$ cat config.mk
export PLATFORM = sky130hd
export DESIGN_NAME = mul_div_unit
export DESIGN_NICKNAME = d
export VERILOG_FILES = /design/src/rtl/riscv_pkg.sv /design/src/rtl/mul_div_unit.sv
export SDC_FILE = /design/constraint.sdc
export NUM_CORES = 2
export LEC_CHECK = 0
export BUFFER_PORTS_ARGS = -buffer_cell sky130_fd_sc_hd__buf_2
export CAP_MARGIN = 30
export CORE_MARGIN = 10
export CORE_UTILIZATION = 25
export DETAILED_ROUTE_END_ITERATION = 10
export PLACE_DENSITY = 0.43
export SYNTH_ARGS = -nofsm -noshare
export SYNTH_HDL_FRONTEND = slang
export SYNTH_SLANG_ARGS = --single-unit
$ cat constraint.sdc
create_clock -name clk -period 8 [get_ports clk]
set_input_delay 1.2 -clock clk [delete_from_list [all_inputs] [get_ports clk]]
set_output_delay 1.2 -clock clk [all_outputs]
set_load 0.02 [all_outputs]
$ cat src/rtl/riscv_pkg.sv
// Shared RV64 definitions used by the decoder, ALU control and the
// multiply/divide unit.
package riscv_pkg;

    localparam int XLEN = 64;

    localparam logic [2:0] F3_MUL    = 3'b000;
    localparam logic [2:0] F3_MULH   = 3'b001;
    localparam logic [2:0] F3_MULHSU = 3'b010;
    localparam logic [2:0] F3_MULHU  = 3'b011;
    localparam logic [2:0] F3_DIV    = 3'b100;
    localparam logic [2:0] F3_DIVU   = 3'b101;
    localparam logic [2:0] F3_REM    = 3'b110;
    localparam logic [2:0] F3_REMU   = 3'b111;

    typedef enum logic [1:0] {
        IDLE,
        CALC,
        DONE
    } mdu_state_t;

endpackage

$ cat src/rtl/mul_div_unit.sv
// Iterative RV64M multiply/divide unit: one result bit per cycle,
// shift-add multiply and restoring divide on magnitudes with sign fix-up.
module mul_div_unit #(
    parameter int XLEN  = riscv_pkg::XLEN,
    parameter int CNT_W = 7
) (
    input  logic            clk,
    input  logic            reset,
    input  logic            start,
    input  logic [2:0]      op,
    input  logic [XLEN-1:0] operand_a,
    input  logic [XLEN-1:0] operand_b,
    input  logic [4:0]      rd_in,
    output logic            busy,
    output logic            done,
    output logic [XLEN-1:0] result,
    output logic [4:0]      rd_out
);
    import riscv_pkg::*;

    function automatic logic [XLEN-1:0] neg(input logic [XLEN-1:0] v);
        return ~v + XLEN'(1);
    endfunction

    mdu_state_t        state;
    logic [2:0]        op_r;
    logic              sign_a;
    logic              sign_b;
    logic [XLEN-1:0]   a_mag;
    logic [XLEN-1:0]   b_mag;
    logic [CNT_W-1:0]  cnt;
    logic [2*XLEN-1:0] acc;

    assign busy = (state != IDLE);
    assign done = (state == DONE);

    logic            sa;
    logic            sb;
    logic [XLEN-1:0] abs_a;
    logic [XLEN-1:0] abs_b;
    logic            b_zero;
    logic            ovf;
    logic [XLEN-1:0] special;

    always_comb begin
        sa = 1'b0;
        sb = 1'b0;
        unique case (op)
            F3_MUL, F3_MULH, F3_DIV, F3_REM: begin
                sa = operand_a[XLEN-1];
                sb = operand_b[XLEN-1];
            end
            F3_MULHSU: sa = operand_a[XLEN-1];
            default: ;
        endcase
        abs_a   = sa ? neg(operand_a) : operand_a;
        abs_b   = sb ? neg(operand_b) : operand_b;
        b_zero  = (operand_b == '0);
        ovf     = !op[0]
                  && (operand_a == {1'b1, {(XLEN-1){1'b0}}})
                  && (operand_b == '1);
        special = b_zero ? (op[1] ? operand_a : '1)
                         : (op[1] ? '0 : operand_a);
    end

    // acc holds {partial product, multiplier} or {remainder, dividend/quotient}
    logic [XLEN:0]     sum;
    logic [XLEN:0]     shifted;
    logic [XLEN:0]     diff;
    logic [2*XLEN-1:0] acc_nxt;
    logic [XLEN-1:0]   hi;
    logic [XLEN-1:0]   lo;

    always_comb begin
        hi      = acc[2*XLEN-1:XLEN];
        lo      = acc[XLEN-1:0];
        sum     = {1'b0, hi} + {1'b0, a_mag & {XLEN{lo[0]}}};
        shifted = {hi, lo[XLEN-1]};
        diff    = shifted - {1'b0, b_mag};
        if (op_r[2]) begin
            acc_nxt = diff[XLEN]
                ? {shifted[XLEN-1:0], lo[XLEN-2:0], 1'b0}
                : {diff[XLEN-1:0], lo[XLEN-2:0], 1'b1};
        end else begin
            acc_nxt = {sum, lo[XLEN-1:1]};
        end
    end

    logic [XLEN-1:0] p_lo;
    logic [XLEN-1:0] p_hi;
    logic [XLEN-1:0] quo;
    logic [XLEN-1:0] rem;
    logic [XLEN-1:0] final_res;

    always_comb begin
        p_lo = acc_nxt[XLEN-1:0];
        p_hi = acc_nxt[2*XLEN-1:XLEN];
        quo  = p_lo;
        rem  = p_hi;
        // 2*XLEN negate split across halves: borrow into hi only when lo is zero
        if (sign_a ^ sign_b) begin
            p_hi = (p_lo == '0) ? neg(p_hi) : ~p_hi;
            p_lo = neg(p_lo);
            quo  = neg(acc_nxt[XLEN-1:0]);
        end
        if (sign_a) begin
            rem = neg(acc_nxt[2*XLEN-1:XLEN]);
        end
        unique case (op_r)
            F3_MUL:                       final_res = p_lo;
            F3_MULH, F3_MULHSU, F3_MULHU: final_res = p_hi;
            F3_DIV, F3_DIVU:              final_res = quo;
            default:                      final_res = rem;
        endcase
    end

    always_ff @(posedge clk) begin
        if (reset) begin
            state  <= IDLE;
            op_r   <= '0;
            sign_a <= 1'b0;
            sign_b <= 1'b0;
            a_mag  <= '0;
            b_mag  <= '0;
            cnt    <= '0;
            acc    <= '0;
            result <= '0;
            rd_out <= '0;
        end else begin
            unique case (state)
                IDLE: begin
                    if (start) begin
                        op_r   <= op;
                        rd_out <= rd_in;
                        sign_a <= sa;
                        sign_b <= sb;
                        a_mag  <= abs_a;
                        b_mag  <= abs_b;
                        cnt    <= '0;
                        acc    <= {{XLEN{1'b0}}, op[2] ? abs_a : abs_b};
                        if (op[2] && (b_zero || ovf)) begin
                            result <= special;
                            state  <= DONE;
                        end else begin
                            state  <= CALC;
                        end
                    end
                end
                CALC: begin
                    acc <= acc_nxt;
                    cnt <= cnt + CNT_W'(1);
                    if (cnt == CNT_W'(XLEN-1)) begin
                        result <= final_res;
                        state  <= DONE;
                    end
                end
                DONE:    state <= IDLE;
                default: state <= IDLE;
            endcase
        end
    end

endmodule

==> results of run 1 <==
stage by stage:
stage	hold WS [ns]	utilization, %
2_1_floorplan	0.432	-
3_3_place_gp	0.432	27.5
3_5_place_dp	0.436	27.6
4_1_cts	0.446	28.9
5_1_grt	0.459	28.9
cells by family after synthesis:
group | after synthesis | share of synthesized area, %
compound gates | 1646 | 31.0
xor+xnor | 289 | 7.50
fa+ha+maj | 135 | 5.05
buf+inv | 485 | 5.86
flops | 339 | 20.1
mux | 113 | 3.49
simple gates | 1940 | 27.0
what timing repair did:
item / in CTS / in global routing
hold endpoints to repair: 0 / 0
resized for setup: 0 / 1
setup endpoints to repair: 0 / 2
metal layers:
layer and GRT usage (%):
met3 3.26, met2 41.3, met5 0, met1 30.6
met4 17.5
==> results.txt, run 1 <==
The flow did not finish. The flow stopped in detailed routing. The tool reported: "Error: _1050_ 1 pin not visited #guides = 26". The number of warnings issued by yosys is 0. The category of the worst endpoint is a register input.

The total setup buffers inserted after CTS is 0. The maximum buffer depth of the clock tree is 3. nand2_1 is the most common cell in the netlist. The cell count after synthesis came out at 4947. The mean cell area of the mapped netlist came out at 6.82 um2. The cell accounting for the most synthesized area is dfxtp_1. The initial antenna violation count came out at 10.

The total nets after synthesis is 5221. The area of the mapped netlist came out at 0.0338 mm2. The async set or reset register ratio after synthesis is 0%. The cts-stage hold buffer count came out at 0.

The number of clock buffers inserted by TritonCTS is 48. The first-pass GRT wire length is 282 mm. The area of placed instances is 0.0369 mm2. The height of the chip came out at 387 um.

The number of global-route vias before repair came out at 36868. The overflow left after global routing is 0. Once placement completed, the tool counted placed cells totaling 6721. The boundary pin count is 210.

The post-synthesis sequential element count is 339. The initial cell density of the core is 25.2%. The number of clock sinks came out at 339. Of the synthesized area, sequential elements account for 20.1%. The tree is rooted in a clkbuf_16. The placed wire-length estimate came out at 160 mm.

Among all flip-flop cells after synthesis, the most frequent one is dfxtp_1. From left edge to right edge, the die measures 387 um. In the post-synthesis netlist, the biggest area contributors are dfxtp_1, a21oi_1, nand2_1. The number of enable-type register cells in the synthesized netlist is 0. Row generation in the floorplan step produced 134 rows. The overall track demand over capacity in global routing came out at 25.2%.

The largest net degree at the start of global routing came out at 137. After synthesis, the largest area contributor takes up 20.1% of total cell area. The post-placement setup slack is 0.616 ns.

The worst endpoint after global-route timing repair is result[15]$_SDFFE_PP0P_/D. The number of distinct library cells after synthesis came out at 109. After synthesis, the most frequently instantiated cells are nand2_1, nor2_1, a21oi_1, dfxtp_1, o21ai_0. At the end of routability-driven placement, the weighted congestion stood at 0.995.

The H-tree was split into 2 levels. The number of port buffers is 209.
==> inputs of run 2 (changes only) <==
--- a/config.mk
+++ b/config.mk
@@ -8,9 +8,9 @@
 export BUFFER_PORTS_ARGS = -buffer_cell sky130_fd_sc_hd__buf_2
 export CAP_MARGIN = 30
 export CORE_MARGIN = 10
-export CORE_UTILIZATION = 25
+export CORE_UTILIZATION = 20
 export DETAILED_ROUTE_END_ITERATION = 10
-export PLACE_DENSITY = 0.43
+export PLACE_DENSITY_LB_ADDON = 0.15
 export SYNTH_ARGS = -nofsm -noshare
 export SYNTH_HDL_FRONTEND = slang
 export SYNTH_SLANG_ARGS = --single-unit
==> results.txt, run 2 <==
The number of max-cap violations came out at 0. The total setup buffers inserted after CTS came out at 0 (unchanged). The horizontal extent of the die is 431 um (+11%). The placed wire-length estimate is 171 mm (+6.6%). The number of enable-type register cells in the synthesized netlist came out at 0 (unchanged). The number of clock buffers inserted by TritonCTS came out at 48 (unchanged). In the final routed layout, each cell accounts on average for 29.5 um.

Ranked by total cell area, the synthesized netlist is headed by dfxtp_1, a21oi_1, nand2_1. The count of TritonRoute iterations in the first routing pass is 5. In the layout the commonest cells are nand2_1, nor2_1, a21oi_1. The number of fill cells came out at 19045. The library cell used most frequently in the layout, excluding fill and tap cells, is nand2_1. The standard cell core area is 0.167 mm2. The total count of max-transition violations in the final report came out at 0. The number of global-route vias before repair came out at 37540 (+1.8%). The first-pass GRT wire length came out at 298 mm (+6.0%). After synthesis, the most frequently instantiated cells are nand2_1, nor2_1, a21oi_1, dfxtp_1, o21ai_0. The portion of synthesized cell area occupied by the leading cell type is 20.1% (unchanged). The initial cell density of the core is 20.2% (-5.1 points).

The post-synthesis sequential element count came to 339 (unchanged). TritonCTS built the clock tree. The insertion delay of the later-clocked pin in the worst-skew pair came out at 0.68 ns.

By instance count, the leading cell after synthesis is nand2_1. The number of clock sinks is 339 (unchanged). The H-tree depth was 2 (unchanged). In this run the remaining antenna-violating nets after routing total 0. Measured on the finished design, the core utilization comes to 23.4%. In this run the clock root is driven by a clkbuf_16.

Wires add up to 214 mm. The mean cell area of the mapped netlist is 6.82 um2 (unchanged). The clock-pin slew reported for the worst setup and hold paths after clock tree synthesis came out at 0.06 ns. At the pin with the least slew margin, the transition time is 1.19 ns. The worst hold path passes through 2 cells. The post-synthesis sequential area ratio is 20.1% (unchanged). The number of remaining DRC errors came out at 0.

The area of the mapped netlist came out at 0.0338 mm2 (unchanged). The synthesized design spends more area on one cell type than any other, namely dfxtp_1. In this run the worst hold path is classified as reg -> reg. The height of the chip came out at 431 um (+11%). The normalized max-slew margin came out at 20.7%. The maximum buffer depth of the clock tree is 3 (unchanged). acc holds more flip-flops than any other register. The total power came out at 0.00718 W. The area of the multi-input gates is 0.0252 mm2.

The initial antenna violation count is 7 (-3). The ratio of cells with drive above 1 in the final layout came out at 11.6%. The number of distinct library cells after synthesis is 109 (unchanged).

At the worst endpoint, the arrival time is 8.18 ns. The category of the worst setup path launch point is a flip-flop. The largest net degree at the start of global routing is 164 (+20%). The number of port buffers was 209 (unchanged). The area overhead of the layout relative to synthesis came out at 16.2%.

On the final layout, the worst hold slack is 0.435 ns. The post-layout net count is 5289. The detail-routed via count per cell came out at 5.39. The power per standard cell area is 183 mW/mm2. The final instance count without filler cells came out at 7259. The boundary pin count is 210 (unchanged). The post-route clock period utilization came out at 95.7%.

The cell depth of the worst flop-to-flop path came out at 27. The detailed router's first-iteration violation count came out at 3767. The cell row count came out at 150 (+12%).

The highest ir drop seen on vdd came out at 0.160 mV. The async set or reset register ratio after synthesis is 0% (unchanged). In this run the worst path has a maximum fanout of 11. The cts-stage hold buffer count came out at 0 (unchanged). Static timing analysis puts the maximum clock frequency at 131 MHz. Summed over all cells, the static leakage comes to 14.8 nW. The count of vias placed by the detailed router came out at 39162. The overall track demand over capacity in global routing came to 22.0% (-3.3 points). The placer congestion estimate came out at 0.951 (-4.5%). The number of warnings issued by yosys came out at 0 (unchanged). The cell count after synthesis came out at 4947 (unchanged). The area of the die came out at 0.186 mm2. The flow ran to the end, and the final reports show no timing, DRC or antenna violations. The critical path in this run is classified as reg -> reg. The number of endpoints failing setup at the final stage is 0. The time the worst path needs with I/O delays and setup came out at 7.66 ns. The final-report hold violation count is 0. The number of flip-flops under the largest register name is 128.

The most used flip-flop cell after synthesis is dfxtp_1. The overflow left after global routing came out at 0 (unchanged). The combined flip-flop and latch cell area came out at 0.00679 mm2. The required time reported for the critical path endpoint came out at 8.52 ns. STA classifies the critical path endpoint as a flip-flop. Across the routed clock network, the largest skew measured is 0.0227 ns. The instance count after placement with tap cells included is 7169 (+6.7%). The total nets after synthesis came out at 5221 (unchanged).
run 2: final cells by class:
type,instances,area share [%]
sequential,339,17.3
inverter,124,1.19
clock inverter,17,0.683
antenna,5,0.0319
clock buffer,68,3.48
tap,2204,7.03
multi-input combinational,4123,64.2
timing repair buffer,379,6.10
run 2: cell families after synthesis:
kind of cell	Yosys count	synth area share, %
XOR/XNOR	289	7.50
adder cells (fa/ha/maj)	135	5.05
flip-flops	339	20.1
buffers and inverters	485	5.86
AO/OA/AOI/OAI	1646	31.0
AND/OR/NAND/NOR	1940	27.0
multiplexers	113	3.49
run 2: final timing paths:
path,from,end,slack (ns)
min reg2reg,result[36],result[36],0.43
max reg2reg,b_mag[33],result[14],0.34
min,result[36],result[36],0.43
max,b_mag[33],result[14],0.34
run 2: metrics by stage:
| stage | setup TNS (ns) | setup WS [ns] | instance area [um2] |
|---|---|---|---|
| 2_1_floorplan | 0 | 1.84 | 33800 |
| 3_5_place_dp | 0 | 0.356 | 37600 |
| 3_3_place_gp | 0 | 0.336 | 37400 |
| 4_1_cts | 0 | 0.287 | 39200 |
| 6_report | 0 | 0.343 | 39200 |
| 5_1_grt | -0.00827 | -0.00827 | 39200 |
run 2: layer usage:
layer	global-route usage (%)	wire length, um	vias to the layer above
met5	0	46	-
met4	13.2	15700	8
met3	2.92	10500	367
met2	37.5	101000	1336
met1	26.2	87000	19226
li1	-	-	18225
run 2: worst max-delay path, stage by stage (launching register included):
cell	delay [ns]
dfxtp_1	0.33
inv_1	0.06
ha_1	0.39
a21oi_1	0.28
o21ai_0	0.23
a2bb2oi_1	0.26
nand2_1	0.21
o21a_1	0.49
nor3_4	0.28
nor3_1	0.12
a21oi_1	0.21
ha_1	0.23
o221ai_1	0.18
nor4_1	0.42
buf_4	0.19
nor4b_1	0.26
buf_4	0.19
nand4_1	0.08
buf_4	0.22
and3b_1	0.38
nand4_1	0.16
or2_2	0.49
nor2_1	0.24
and4_1	0.35
nor2_1	0.18
a221o_1	0.37
a221oi_2	0.55
nor3_1	0.11
run 2: report_power, final:
part | switching [W] | leakage (nW) | internal [W]
registers | 0.000120 | 2.78 | 0.00182
clock network | 0.000999 | 0.803 | 0.00138
logic | 0.00203 | 11.3 | 0.000833
total | 0.00315 | 14.8 | 0.00403
run 2: what timing repair did:
action	4_1_cts	5_1_grt
endpoints found under the setup margin	0	2
gates resized for setup	0	2
endpoints found under the hold margin	0	0
Note: power is estimated with default switching activity, not from simulation.
